[src/rtl/shared_reg_pkg.sv]
// Shared definitions for the round-robin shared-register arbiter.
package shared_reg_pkg;

  // Arbiter control states: accept a write, or wait out the hold time.
  typedef enum logic {
    ST_IDLE = 1'b0,
    ST_HOLD = 1'b1
  } state_t;

  // Supported range for the number of requesters.
  localparam int REQ_MIN = 2;
  localparam int REQ_MAX = 16;

  // Widest requester index the arbiter will ever need.
  localparam int IDX_W_MAX = $clog2(REQ_MAX);

  // Bits needed to hold a requester index, never less than one.
  function automatic int idxWidth(input int n);
    return (n > 1) ? $clog2(n) : 1;
  endfunction

endpackage

[src/rtl/rr_picker.sv]
// Combinational rotate-priority encoder: the first set request above the
// last winner (with wrap-around) gets the grant.
module rr_picker #(
  parameter int N_REQ = 4,
  parameter int IW    = 2
) (
  input  logic [N_REQ-1:0] i_req,
  input  logic [IW-1:0]    i_last,
  output logic             o_any,
  output logic [IW-1:0]    o_winner,
  output logic [N_REQ-1:0] o_grant
);

  logic [IW:0] w_sum;

  // Scan from farthest to nearest so the requester just after i_last wins.
  always_comb begin
    o_any    = 1'b0;
    o_winner = '0;
    o_grant  = '0;
    w_sum    = '0;
    for (int off = N_REQ; off >= 1; off--) begin
      w_sum = {1'b0, i_last} + (IW+1)'(off);
      if (w_sum >= (IW+1)'(N_REQ)) begin
        w_sum = w_sum - (IW+1)'(N_REQ);
      end
      if (i_req[w_sum[IW-1:0]]) begin
        o_any                    = 1'b1;
        o_winner                 = w_sum[IW-1:0];
        o_grant                  = '0;
        o_grant[w_sum[IW-1:0]]   = 1'b1;
      end
    end
  end

endmodule

[src/rtl/shared_reg_arbiter.sv]
// Round-robin arbiter sharing one storage register among N_REQ requesters,
// with a programmable number of idle cycles after every write.
module shared_reg_arbiter
  import shared_reg_pkg::*;
#(
  parameter int N_REQ       = 4,
  parameter int WIDTH       = 8,
  parameter int HOLD_CYCLES = 2
) (
  input  logic                       clock,
  input  logic                       reset_n,
  input  logic [N_REQ-1:0]           req_valid,
  input  logic [N_REQ*WIDTH-1:0]     req_data,
  output logic [N_REQ-1:0]           req_ready,
  output logic [WIDTH-1:0]           q,
  output logic [$clog2(N_REQ)-1:0]   q_owner,
  output logic                       q_valid,
  output logic                       busy
);

  localparam int IW    = idxWidth(N_REQ);
  localparam int CNT_W = (HOLD_CYCLES > 0) ? $clog2(HOLD_CYCLES + 1) : 1;
  localparam int CNT_LOAD_INT = (HOLD_CYCLES > 0) ? HOLD_CYCLES - 1 : 0;
  localparam logic [CNT_W-1:0] CNT_LOAD = CNT_W'(CNT_LOAD_INT);

  if (N_REQ < REQ_MIN || N_REQ > REQ_MAX) begin : g_badNReq
    $error("shared_reg_arbiter: N_REQ=%0d outside supported range", N_REQ);
  end

  state_t             r_state;
  state_t             w_nextState;
  logic [CNT_W-1:0]   r_cnt;
  logic [CNT_W-1:0]   w_nextCnt;
  logic [IW-1:0]      r_last;
  logic [WIDTH-1:0]   r_q;
  logic [IW-1:0]      r_owner;
  logic               r_qValid;
  logic               w_fire;
  logic               w_any;
  logic [IW-1:0]      w_winner;
  logic [N_REQ-1:0]   w_grant;
  logic [WIDTH-1:0]   w_winData;

  rr_picker #(
    .N_REQ (N_REQ),
    .IW    (IW)
  ) u_picker (
    .i_req    (req_valid),
    .i_last   (r_last),
    .o_any    (w_any),
    .o_winner (w_winner),
    .o_grant  (w_grant)
  );

  // Select the winning requester's data word; other words never reach q.
  always_comb begin
    w_winData = '0;
    for (int i = 0; i < N_REQ; i++) begin
      if (w_winner == IW'(i)) begin
        w_winData = req_data[i*WIDTH +: WIDTH];
      end
    end
  end

  // Next-state logic: a write happens whenever IDLE sees any request.
  always_comb begin
    w_nextState = r_state;
    w_nextCnt   = r_cnt;
    w_fire      = 1'b0;
    case (r_state)
      ST_IDLE: begin
        if (w_any) begin
          w_fire = 1'b1;
          if (HOLD_CYCLES > 0) begin
            w_nextState = ST_HOLD;
            w_nextCnt   = CNT_LOAD;
          end
        end
      end
      ST_HOLD: begin
        if (r_cnt == '0) begin
          w_nextState = ST_IDLE;
        end else begin
          w_nextCnt = r_cnt - 1'b1;
        end
      end
      default: w_nextState = ST_IDLE;
    endcase
  end

  // State, counter, pointer and shared register; reset aborts any hold.
  always_ff @(posedge clock) begin
    if (!reset_n) begin
      r_state  <= ST_IDLE;
      r_cnt    <= '0;
      r_last   <= IW'(N_REQ - 1);
      r_q      <= '0;
      r_owner  <= '0;
      r_qValid <= 1'b0;
    end else begin
      r_state  <= w_nextState;
      r_cnt    <= w_nextCnt;
      r_qValid <= w_fire;
      if (w_fire) begin
        r_q     <= w_winData;
        r_owner <= w_winner;
        r_last  <= w_winner;
      end
    end
  end

  assign req_ready = (reset_n && w_fire) ? w_grant : '0;
  assign q         = r_q;
  assign q_owner   = r_owner;
  assign q_valid   = r_qValid;
  assign busy      = (r_state == ST_HOLD);

endmodule

[config.mk]
export PLATFORM = sky130hd
export DESIGN_NAME = shared_reg_arbiter
export DESIGN_NICKNAME = d
export VERILOG_FILES = /design/src/rtl/shared_reg_pkg.sv /design/src/rtl/rr_picker.sv /design/src/rtl/shared_reg_arbiter.sv
export SDC_FILE = /design/constraint.sdc
export NUM_CORES = 1
export LEC_CHECK = 0
export ABC_AREA = 1
export ABC_CLOCK_PERIOD_IN_PS = 2500
export BUFFER_PORTS_ARGS = -buffer_cell sky130_fd_sc_hd__buf_4
export CORE_AREA = 2 2 59 61
export DETAILED_ROUTE_END_ITERATION = 16
export DIE_AREA = 0 0 61 63
export GPL_TIMING_DRIVEN = 0
export PLACE_DENSITY = 0.79
export SETUP_SLACK_MARGIN = 0.15
export SLEW_MARGIN = 20
export SYNTH_ARGS = -nofsm -noshare
export SYNTH_HDL_FRONTEND = slang
export SYNTH_HIERARCHICAL = 1
export SYNTH_SLANG_ARGS = --single-unit
[constraint.sdc]
create_clock -name clock -period 2.5 [get_ports clock]
set_clock_uncertainty 0.2 [all_clocks]
set_input_delay 0.125 -clock clock [delete_from_list [all_inputs] [get_ports clock]]
set_output_delay 0.125 -clock clock [all_outputs]
set_load 0.03 [all_outputs]
# Word-level counts from Yosys, hierarchy flattened
# Cells that the tools add are included.
[op_classes]
n_addsub = 9
magnitude_cmp = 12
n_eq_ne = 5
mux = 44
bitwise = 1
reduce_logical = 8
[op_table]
columns = ["cell", "n"]
rows = [
  ["8-bit two-way mux", 4],
  ["2-bit two-way mux", 10],
  ["4-bit two-way mux", 5],
  ["1-bit two-way mux", 15],
  ["3-bit greater-or-equal comparator (second input constant)", 4],
  ["2-bit by 3-bit < comparator with 1-bit output (second input constant)", 4],
  ["2-bit by 1-bit subtractor with 2-bit output (second input constant)", 5],
  ["1-bit binary-select mux with 2-bit select", 4],
  ["1-bit demux with 2-bit select", 4],
  ["2-bit by 1-bit greater-or-equal comparator with 1-bit output (second input constant)", 4],
  ["2-bit by 2-bit adder with 3-bit output (second input constant)", 2],
  ["1-bit logical AND", 5],
  ["2-bit equality test (second input constant)", 2],
  ["2-bit zero test", 2],
  ["2-bit case mux with 2 select lines", 1],
  ["2-bit by 1-bit adder with 3-bit output (second input constant)", 1],
  ["2-bit by 3-bit adder with 3-bit output (second input constant)", 1],
  ["2-bit by 1-bit equality test with 1-bit output (second input constant)", 1],
  ["2-bit by 1-bit inequality test with 1-bit output (second input constant)", 1],
  ["2-bit inequality test (second input constant)", 1],
  ["1-bit case mux with 2 select lines", 1],
  ["2-bit AND reduction", 1],
  ["1-bit NOT", 1],
]
[word_totals]
reg_bits = 16
word_cells = 85

# Depth between registers and ports, before layout
[logic_depth]
depth_word = 14
depth_mapped = 14

# By module
# Netlist, hierarchy kept.
[modules_own_cells]
columns = ["module", "n_inst", "cells_per_inst", "area_each_um2", "seq_area_each_um2"]
rows = [
  ["shared_reg_arbiter", 1, 134, 882.1, 320.3],
  ["rr_picker", 1, 88, 480.5, 0.0],
]

# Worst setup path after synthesis
# No wires, ideal clock.
[synth_path]
path_type = "register to register"
start = "reg r_last[0]"
end = "reg r_q[0] (netlist: q[0])"
arrival_ps = 2161
slack_ps = 17
path_stages_with_launch = 14
synth_period_minus_slack_ps = 2483
path_cell_list = "dfxtp_1 inv_2 ha_1 inv_1 nand3_1 nand2_2 nor2_4 nor2_2 o21ai_1 nand2_2 nor2_1 nor2_1 nand2_1 a21oi_2"
[synth_between]
elab_chain_len = 14
word_cells_on_any_way = 42
classes_between = "add/sub (8); order compare (4); eq/ne (3); mux (26); reduce/logical (1)"
[synth_lines]
columns = ["item", "line_no", "text"]
rows = [
  ["from (decl)", "shared_reg_arbiter.sv:34", "logic [IW-1:0] r_last;"],
  ["from (signal assigned)", "shared_reg_arbiter.sv:96", "r_last <= IW'(N_REQ - 1);"],
  ["from (signal assigned)", "shared_reg_arbiter.sv:107", "r_last <= w_winner;"],
  ["2-bit by 3-bit adder with 3-bit output", "rr_picker.sv:23", "w_sum = {1'b0, i_last} + (IW+1)'(off);"],
  ["3-bit greater-or-equal comparator / 2-bit by 1-bit subtractor with 2-bit output (equally long branches)", "rr_picker.sv:24, rr_picker.sv:25", ""],
  ["2-bit two-way mux", "rr_picker.sv:24", "if (w_sum >= (IW+1)'(N_REQ)) begin"],
  ["1-bit binary-select mux with 2-bit select", "rr_picker.sv:27", "if (i_req[w_sum[IW-1:0]]) begin"],
  ["1-bit two-way mux (not written as such)", "rr_picker.sv:27", ""],
  ["2-bit two-way mux (3 in series)", "rr_picker.sv:27", ""],
  ["2-bit two-way mux (*)", "rr_picker.sv:27", ""],
  ["named net w_winner[0]", "shared_reg_arbiter.sv:40", "logic [IW-1:0] w_winner;"],
  ["2-bit zero test", "shared_reg_arbiter.sv:59", "if (w_winner == IW'(i)) begin"],
  ["8-bit two-way mux (3 in series)", "shared_reg_arbiter.sv:59", ""],
  ["8-bit two-way mux (*)", "shared_reg_arbiter.sv:59", ""],
  ["to (signal assigned)", "shared_reg_arbiter.sv:105", "r_q <= w_winData;"],
  ["to (decl)", "shared_reg_arbiter.sv:35", "logic [WIDTH-1:0] r_q;"],
]
# Mark *: on every way through the listed nets, which the timed path passes. The rest lies on a longest branch. The select of a mux whose other input is x is not followed.
# A chain may end at the register's enable or synchronous reset.

# Worst setup path after layout
[layout_path]
start = "reg r_last[0]"
end = "reg r_q[4] (netlist: q[4])"
# The elaborated chain is that of the path after synthesis.

==> flow_summary.toml <==
[status]
status = "finished, final reports clean"

[synthesis]
post_synth_instance_area_um2 = 1360
synth_top_cell_area_share = 0.235
avgSynthCellArea_um2 = 6.14
post-synth-top-count-cell = "nand2_1"
synth_seq_cells = 16
synthArstFlopShare = 0
synth_area_leaders = "dfxtp_1 (24%), nand2_1 (17%), nand3_1 (9.9%), a21oi_2 (7.7%), inv_1 (7.4%)"
ys_types = 23
synth_cells = 222
syn_nets = 267
synth_edf_count = 0
synth_seq_area_share = 0.235
synthTopCellsByCount = "nand2_1 (60), inv_1 (27), nand3_1 (27), nor2_1 (27), dfxtp_1 (16)"
ys.warnings.count = 6
synthFlopType = "dfxtp_1"
yosysTopAreaCell = "dfxtp_1"

[power]
clkPwrFrac = 0.056
swShare = 0.546
pwr-share-seq = 0.129
p_per_area_nw_per_um2 = 1530
vdd.ir_drop.worst_uv = 956
pwr-share-comb = 0.814
switching_power_mw = 1.69
p_int_mw = 1.41
total_power_mw = 3.10
p_leak_nw = 1.04

[clock_tree]
cts_tree = "built"
clock_latency_ns = 0.28
h-tree-depth = 1
clock-root-buffer = "clkbuf_4"
cts_buffer_depth = 2
cts_buffers = 3
path_clk_slew_ns = 0.10
cts.sinks = 16

[min_path]
hold_start = "req_data[18]"
hold_path.class = "input port to flop"

[global_routing]
grt_max_degree = 11
grt_pass1_vias = 1388
overflow = 0
grtUsageTotal = 0.190
grt_pass1_wl_um = 5810
antenna_found_initial = 0

[timing]
whs_ns = 0.00416
clock.fmax_mhz = 435
finalWorstSetupSlack_ns = 0.199
min_period_ns = 2.30
max-slew-margin-rel = 0.785
hold_viol_final = 0
rsz0062_at_grt = "yes"
max_slew.worst_pin.slew_ns = 0.321
slew_violations = 0
setup-tns-final_ns = 0
post-route-period-util = 0.920
setup_viol = 0

[die]
rows = 21
die_width_um = 61
pin_count = 54
start_util = 0.422
fp.dieArea_um2 = 3840
die_height_um = 63
core_area_um2 = 3230

[worst_setup_path]
crit_path_end_kind = "flop"
start_kind = "flop"
crit_fanout = 9
r2r_start = "r_last[0]"
worstSetupPathType = "flop to flop"
required_ns = 2.53
critical_path.startpoint = "r_last[0]"
cp_data_arrival_time_ns = 2.33

[placed_design]
placed_area_um2 = 1820
gp_congestion = 0.855
dp_hpwl_um = 2680
io_buffers = 53
pre_cts_ws_ns = -0.155

[run]
cap_viol_max_count = 0

[routing]
vias_per_cell = 4.72
drtAntennaViolNets = 0
drtPass1Iterations = 4
vias = 1573
drt_iter0_drc = 34
wl_per_cell_um = 10.6
routed_wl_um = 3540
drcViolationCount = 0

[layout]
nets = 333
drive_gt1_frac = 0.429
diodes = 0
design_area_um2 = 2030
area_growth_pct = 48.9
[final timing paths]
path / to / slack [ns] / depth (start not counted)
setup reg to reg: q[4] / 0.20 / 12
setup / recovery: q[4] / 0.20 / 12
hold reg to reg: r_cnt[1] / 0.26 / 2
hold / removal: q[2] / 0.004 / 5
[cells in the final DEF (no fill, tap or decap), drive strengths merged]
master       Yosys  routed
dfxtp           16      16
a21oi           16      16
buf              5      65
nand4            2       2
a21boi           1       1
or2              1       1
nor2            31      31
inv             32      33
nand2           70      70
clkbuf           0       4
dlygate4sd3      0       1
nand3           29      29
ha               7       7
o21ai           11      11
[worst max-delay path, stage by stage (launching register included)]
cell	delay, ns
dfxtp_4	0.40
buf_4	0.15
nand2_1	0.11
nand3_2	0.12
nand2_4	0.11
nor2_4	0.23
nor2_4	0.07
o21ai_4	0.31
buf_4	0.20
o21ai_0	0.08
nand3_1	0.07
nand2_1	0.07
a21oi_2	0.11
[per-stage QoR]
step	cells	util
floorplan	222	-
global placement	321	0.564
detailed placement	321	0.564
CTS	329	0.596
global route	333	0.628
finish	333	0.628
[metal layers]
metal,global-route usage,routed length [um],vias to the layer above
met2,0.316,1720,48
li1,-,-,828
met3,0.0414,245,2
met4,0.0408,18,0
met5,0,0,-
met1,0.246,1560,695
[sequential cells by signal, summed over array words and instances, names as in the netlist]
name     flops
r_last       2
q_valid      1
r_cnt        2
q_owner      2
busy         1
q            8
[power groups by stage]
stage | logic (mW) | clock network (mW) | registers [mW]
after floorplan | 1.54 | 0 | 0.513
after detailed placement | 2.12 | 0 | 0.415
after CTS | 2.26 | 0.178 | 0.393
after global routing | 2.79 | 0.196 | 0.410
after global placement | 2.10 | 0 | 0.416
final | 2.52 | 0.174 | 0.401
[repair_timing]
item / in CTS / in global routing
gates resized for setup: 7 / 27
cloned: 0 / 1
hold buffers: 1 / 0
buffers inserted: 3 / 3
endpoints found under the hold margin: 6 / 0
endpoints found under the setup margin: 14 / 12
pin swaps: 0 / 16
[layout make-up]
cell class,instances,area (um2)
plain buffers,5,40.0
clock buffers,4,36.3
fillers,309,1200
inverters,33,134
multi-input cells,168,973
flip-flops and latches,16,328
well taps,46,57.6
repair buffers,61,460
[cell families (layout without fill, tap and decap cells)]
| logic type | count (synthesis) | in the layout | share of synthesized area |
|---|---|---|---|
| adders and majority gates | 7 | 7 | 0.0643 |
| AOI/OAI and AO/OA | 28 | 28 | 0.138 |
| buffers and inverters | 38 | 103 | 0.120 |
| and+or+nand+nor | 133 | 133 | 0.443 |
| DFF | 16 | 16 | 0.235 |
Note: power is estimated with default switching activity, not from simulation.
